==> config.mk <==
export PLATFORM = sky130hd
export DESIGN_NAME = regs_debug_scanner_flat
export DESIGN_NICKNAME = d
export VERILOG_FILES = /design/src/rtl/regs_debug_scanner_if.sv /design/src/rtl/regs_debug_scanner.sv /design/src/flat_wrapper.sv
export SDC_FILE = /design/constraint.sdc
export NUM_CORES = 1
export LEC_CHECK = 0
export ABC_AREA = 1
export CAP_MARGIN = 20
export CORE_UTILIZATION = 49
export DETAILED_ROUTE_END_ITERATION = 16
export PLACE_DENSITY = 0.92
export SLEW_MARGIN = 30
export SYNTH_ARGS = -nofsm -noshare
export SYNTH_HDL_FRONTEND = slang
export SYNTH_SLANG_ARGS = --single-unit
==> constraint.sdc <==
create_clock -name clk -period 1.7 [get_ports clk]
set_clock_uncertainty 0.05 [all_clocks]
set_input_delay 0.34 -clock clk [delete_from_list [all_inputs] [get_ports clk]]
set_output_delay 0.34 -clock clk [all_outputs]
set_load 0.01 [all_outputs]
==> src/rtl/regs_debug_scanner_if.sv <==
// Byte stream from the scanner to its sink: valid/ready handshake carrying
// one byte per accepted transfer.
interface regs_debug_scanner_if;
  logic [7:0] tx_data;
  logic       tx_valid;
  logic       tx_ready;

  modport master (output tx_data, output tx_valid, input tx_ready);
  modport slave  (input tx_data, input tx_valid, output tx_ready);
endinterface

==> src/rtl/regs_debug_scanner.sv <==
// Register file debug scanner: on start, walks register indices 0..LAST_REG
// through the debug read port and streams a framed dump. The frame is the
// HEADER byte followed by one 5-byte record per register: the index, then the
// 32-bit value little-endian. Each register is sampled in its own LOAD cycle.
module regs_debug_scanner #(
  parameter logic [7:0] HEADER   = 8'hA5,
  parameter int         LAST_REG = 31
) (
  input  logic                         clk,
  input  logic                         rst,
  input  logic                         start,
  output logic [4:0]                   dbg_addr,
  input  logic [31:0]                  dbg_data,
  regs_debug_scanner_if.master         tx,
  output logic                         busy,
  output logic                         done
);

  typedef enum logic [2:0] {
    IDLE,
    HDR,
    LOAD,
    SEND,
    DONE
  } state_t;

  localparam logic [4:0] LAST_IDX = 5'(LAST_REG);

  state_t      state;
  state_t      state_nxt;
  logic [4:0]  idx;
  logic [2:0]  cnt;
  logic [31:0] held;
  logic [7:0]  rec_byte;
  logic        last_byte;
  logic        last_reg;

  assign dbg_addr  = idx;
  assign last_byte = (cnt == 3'd4);
  assign last_reg  = (idx == LAST_IDX);

  // State register; reset returns to IDLE and abandons any frame in flight.
  always_ff @(posedge clk) begin
    // NOTE: sequential state uses non-blocking assignments so every flop
    // samples the values from before the edge.
    if (!rst) state <= IDLE;
    else      state <= state_nxt;
  end

  // Select the record byte: index first, then the held value LSB first.
  always_comb begin
    rec_byte = 8'h00;
    case (cnt)
      3'd0:    rec_byte = {3'b000, idx};
      3'd1:    rec_byte = held[7:0];
      3'd2:    rec_byte = held[15:8];
      3'd3:    rec_byte = held[23:16];
      3'd4:    rec_byte = held[31:24];
      default: rec_byte = 8'h00;
    endcase
  end

  // Next-state and outputs. Outputs depend on state only, so data/valid stay
  // stable while the sink stalls.
  always_comb begin
    // NOTE: every output gets a default before the case so no path leaves
    // one unassigned, which would infer a latch.
    state_nxt   = state;
    tx.tx_valid = 1'b0;
    tx.tx_data  = 8'h00;
    busy        = 1'b1;
    done        = 1'b0;
    case (state)
      IDLE: begin
        busy = 1'b0;
        if (start) state_nxt = HDR;
      end
      HDR: begin
        tx.tx_valid = 1'b1;
        tx.tx_data  = HEADER;
        if (tx.tx_ready) state_nxt = LOAD;
      end
      LOAD: state_nxt = SEND;
      SEND: begin
        tx.tx_valid = 1'b1;
        tx.tx_data  = rec_byte;
        if (tx.tx_ready && last_byte) state_nxt = last_reg ? DONE : LOAD;
      end
      DONE: begin
        done      = 1'b1;
        state_nxt = IDLE;
      end
      default: state_nxt = IDLE;
    endcase
  end

  // Scan datapath: register index, byte counter and the holding register.
  always_ff @(posedge clk) begin
    // NOTE: the holding register is reset too, since its contents reach
    // tx_data and a clean post-reset state is part of the contract.
    if (!rst) begin
      idx  <= 5'd0;
      cnt  <= 3'd0;
      held <= 32'd0;
    end else begin
      case (state)
        LOAD: begin
          held <= dbg_data;
          cnt  <= 3'd0;
        end
        SEND: begin
          if (tx.tx_ready) begin
            if (last_byte) begin
              cnt <= 3'd0;
              idx <= last_reg ? 5'd0 : idx + 5'd1;
            end else begin
              cnt <= cnt + 3'd1;
            end
          end
        end
        DONE: idx <= 5'd0;
        default: ;
      endcase
    end
  end

endmodule

==> src/flat_wrapper.sv <==
// flat-port wrapper written by rule: the top's interface ports become plain ports
module regs_debug_scanner_flat 
#(
  parameter logic [7:0] HEADER   = 8'hA5,
  parameter int         LAST_REG = 31
)
  (clk, rst, start, dbg_addr, dbg_data, busy, done, tx_tx_data, tx_tx_valid, tx_tx_ready);
  regs_debug_scanner_if tx_i ();
  input  logic clk;
  input  logic rst;
  input  logic start;
  output logic [4:0] dbg_addr;
  input  logic [31:0] dbg_data;
  output logic busy;
  output logic done;
  output wire logic [$bits(tx_i.tx_data)-1:0] tx_tx_data;
  output wire logic [$bits(tx_i.tx_valid)-1:0] tx_tx_valid;
  input wire logic [$bits(tx_i.tx_ready)-1:0] tx_tx_ready;
  assign tx_tx_data = tx_i.tx_data;
  assign tx_tx_valid = tx_i.tx_valid;
  assign tx_i.tx_ready = tx_tx_ready;
  regs_debug_scanner #(.HEADER(HEADER), .LAST_REG(LAST_REG)) u_core (.clk(clk), .rst(rst), .start(start), .dbg_addr(dbg_addr), .dbg_data(dbg_data), .tx(tx_i), .busy(busy), .done(done));
endmodule
==> impl_results.md <==
* Status: complete, but fails checks
* Failing checks: negative setup slack
* XOR/XNOR Fraction of Synth Area at 0%
* Global-route usage over all layers at between 30% and 40%
* Setup WS pre-CTS at -0.574 ns
* Final critical-path share of the clock period at 128%
* Critical Path AT at between 1.5 and 2 ns
* Fin crit period at ~2.2 ns
* Total routed wirelength at between 7000 and 8000 um
* Clk slew on worst S/H paths at about 0.080 ns
* Sink Count at 43
* Max clock buf depth at 2
* IO Pins at 52
* Count leader, synth: nor2_1
* Synth cell types at 23
* Clk root buf: clkbuf_8
* Max Cap Viol at 0
* Post-Syn Nets at between 300 and 400
* Largest net degree at the start of global routing at 30
* Layout cell share with drive strength beyond 1 at between 20% and 30%
* Rel. slew slack at around three quarters
* CTS tree: yes
* Post-route setup TNS at -3.10 ns
* Initial DRC count at 232
* Critical path launch point type: flop
* Die Span X at between 60 and 70 um
* Largest cells by area after synthesis: dfxtp_1 42%, nor2_1 17%, nand2_1 12%, o21ai_0 8.2%, ha_1 4.2%
* Gpl congestion at ~0.87
* Post-CTS Hold Buffers at 0
* Pre-Repair DR Iteration Count at 5
* Largest family of logic cells by synthesized area: simple AND/OR/NAND/NOR gates
* Max H-tree Level at 2
* Cell family with most CP delay: buffers and inverters
* Worst path bufs/invs at 3
* Hold/Removal Path Class: reg2reg
* Worst Path Max Fanout at 7
* Post-Syn Area at approximately 2100 um2
* Synth cell count leaders: 92 x nor2_1, 65 x nand2_1, 43 x dfxtp_1, 34 x o21ai_0, 17 x inv_1
* DRC at 0
* Worst setup path category: reg2out
* Mapped Cells at 310
* Port buffer count at 51
* Die Ht at around 67 um
* CTS Buf Count at 5
* Worst slew pin tran at around 0.40 ns
* DR vias/cell at roughly 5.8
* Yosys reg bits at 43
* Post-synthesis adder-cell area fraction at 4.24%
* Leading area contributor after synthesis: dfxtp_1
* Number of enable flip-flop cells after synthesis at 0
* Post-synthesis sequential area ratio at around two fifths
* # rows at 23
* PnR worst setup slack at -0.474 ns
* WP data required at about 1.3 ns
* Critical path's largest stage delay at 0.35 ns
* # diodes at 0
* Max Freq at between 400 and 500 MHz
* Async S/R FF share, synth at 0%
* VDD IR max at around 630 uV
* Mux share of post-synthesis cell area at 0%
* Post-DR wirelength/cell at 17.4 um
* Dpl hpwl at roughly 4100 um
* Final Hold Fails at 0
* Leak pwr at roughly 1.5 nW
* Vias in the first global route at 2,292
* Initial Util at around half
* Nets at 430
* Total chip power at roughly 0.0028 W
* Ys Warns at 0
* CP max stage cell: dfxtp_2
* Setup crit end kind: output port
* Simple-gate share of the synthesized area at a little over a third
* Syn Area/Cell at 6.66 um2
* P&R area growth vs syn at 50.8%
* Initial antenna violation count at 0
* DRT antenna net count at 0
* Primary FF master, synth: dfxtp_1
* First-pass GRT wire length at 10,400 um
* Area of the die at about 4500 um2
* GRT overflow at 0
* Final Max Tran Viols at 0
* RSZ-0062 raised after global routing: true
* P per Cell Area at ~900 nW/um2
* Top cell type's share of synthesized area at a little over two fifths
* Setup violators final at 9
* Core ar. at between 4000 and 5000 um2
* Compound-Gate Fraction of Synth Area at 11.3%
* Via count at between 2,000 and 3,000
* Critical Path, Cell by Cell: buf_6, ha_4, ha_4, buf_6, nand2_4, nand2_4, nor2_4, nor2_1, buf_2
* Later-pin clock latency in the skew report at 0.30 ns
-- layout by cell type (no fill, tap or decap), types with 2 or more instances in the layout --
cell type | Yosys | routed
nor2_1 | 92 | 85
nand2_1 | 65 | 53
clkdlybuf4s50_1 | 0 | 36
dfxtp_1 | 43 | 36
o21ai_0 | 34 | 32
buf_4 | 2 | 21
inv_1 | 17 | 12
nand3_1 | 16 | 12
nand2_2 | 2 | 12
buf_2 | 2 | 8
o21ai_1 | 6 | 7
buf_6 | 1 | 6
dfxtp_2 | 0 | 6
nor2_4 | 1 | 5
a21oi_1 | 5 | 5
ha_4 | 0 | 5
clkbuf_8 | 0 | 5
nor2_2 | 1 | 4
inv_4 | 0 | 4
nand2_4 | 2 | 4
nand3_2 | 0 | 4
nand4_1 | 4 | 4
dlymetal6s2s_1 | 0 | 3
buf_12 | 0 | 3
inv_2 | 1 | 2
dlygate4sd2_1 | 0 | 2
clkbuf_2 | 0 | 2
-- layout make-up --
| type | count | area [um2] |
|---|---|---|
| fillers | 255 | 913 |
| repair buffers | 81 | 751 |
| clock inverters | 1 | 30.0 |
| multi-input cells | 237 | 1240 |
| well taps | 50 | 62.6 |
| inverters | 19 | 86.3 |
| clock buffers | 6 | 72.6 |
| flip-flops and latches | 43 | 872 |
-- sequential cells by signal, indices dropped and copies added, names as in the netlist --
signal	flops
u_core.held	32
u_core.dbg_addr	5
u_core.cnt	3
u_core.state	3
-- final timing paths --
check	slack, ns	from	cells after the start	end
min reg2reg	0.44	u_core.held[30]$_SDFFE_PN0P_	2	u_core.held[30]$_SDFFE_PN0P_
max	-0.47	u_core.cnt[1]$_SDFFE_PN0P_	9	tx_tx_data[1]
max reg2reg	-0.11	u_core.state[0]$_SDFFE_PN0P_	8	u_core.cnt[0]$_SDFFE_PN0P_
min	0.44	u_core.held[30]$_SDFFE_PN0P_	2	u_core.held[30]$_SDFFE_PN0P_
-- worst reg2reg max path: stages (launching register included) --
cell	delay, ns
dfxtp_2	0.35
buf_4	0.15
nor2_2	0.05
buf_4	0.14
nand2_4	0.16
inv_2	0.12
nor2_1	0.26
nor2_1	0.12
nor2_1	0.29
-- report_power, final --
part	switching, W	leakage [nW]	internal, W
clock network	0.000341	0.0513	0.000431
logic	0.000404	1.05	0.000316
registers	0.000113	0.355	0.00116
total	0.000858	1.45	0.00190
-- per-stage QoR --
step	util, %	cell area, um2	hold slack, ns	cells
floorplan	-	2070	0.404	310
global placement	69.6	2810	0.416	425
detailed placement	69.6	2810	0.423	425
CTS	74.2	2990	0.440	435
global route	77.3	3120	0.468	437
finish	77.3	3120	0.444	437
-- kinds of logic after synthesis --
kind of cell	after synthesis
buffers and inverters	30
DFF	43
adders and majority gates	7
and+or+nand+nor	184
AOI/OAI and AO/OA	46
-- metal layers --
layer	up-vias	track usage (%)	routed length, um
met3	47	8.73	617
met1	1180	32.3	2730
met5	-	0	0
met4	0	27.4	514
met2	159	54.5	3740
li1	1138	-	-
-- repair_timing --
| action | CTS | global route |
|---|---|---|
| setup buffers | 3 | 3 |
| resized for setup | 71 | 40 |
| endpoints found under the setup margin | 13 | 14 |
| pin swaps | 5 | 15 |
No activity file was read; power rests on OpenSTA's default activity.
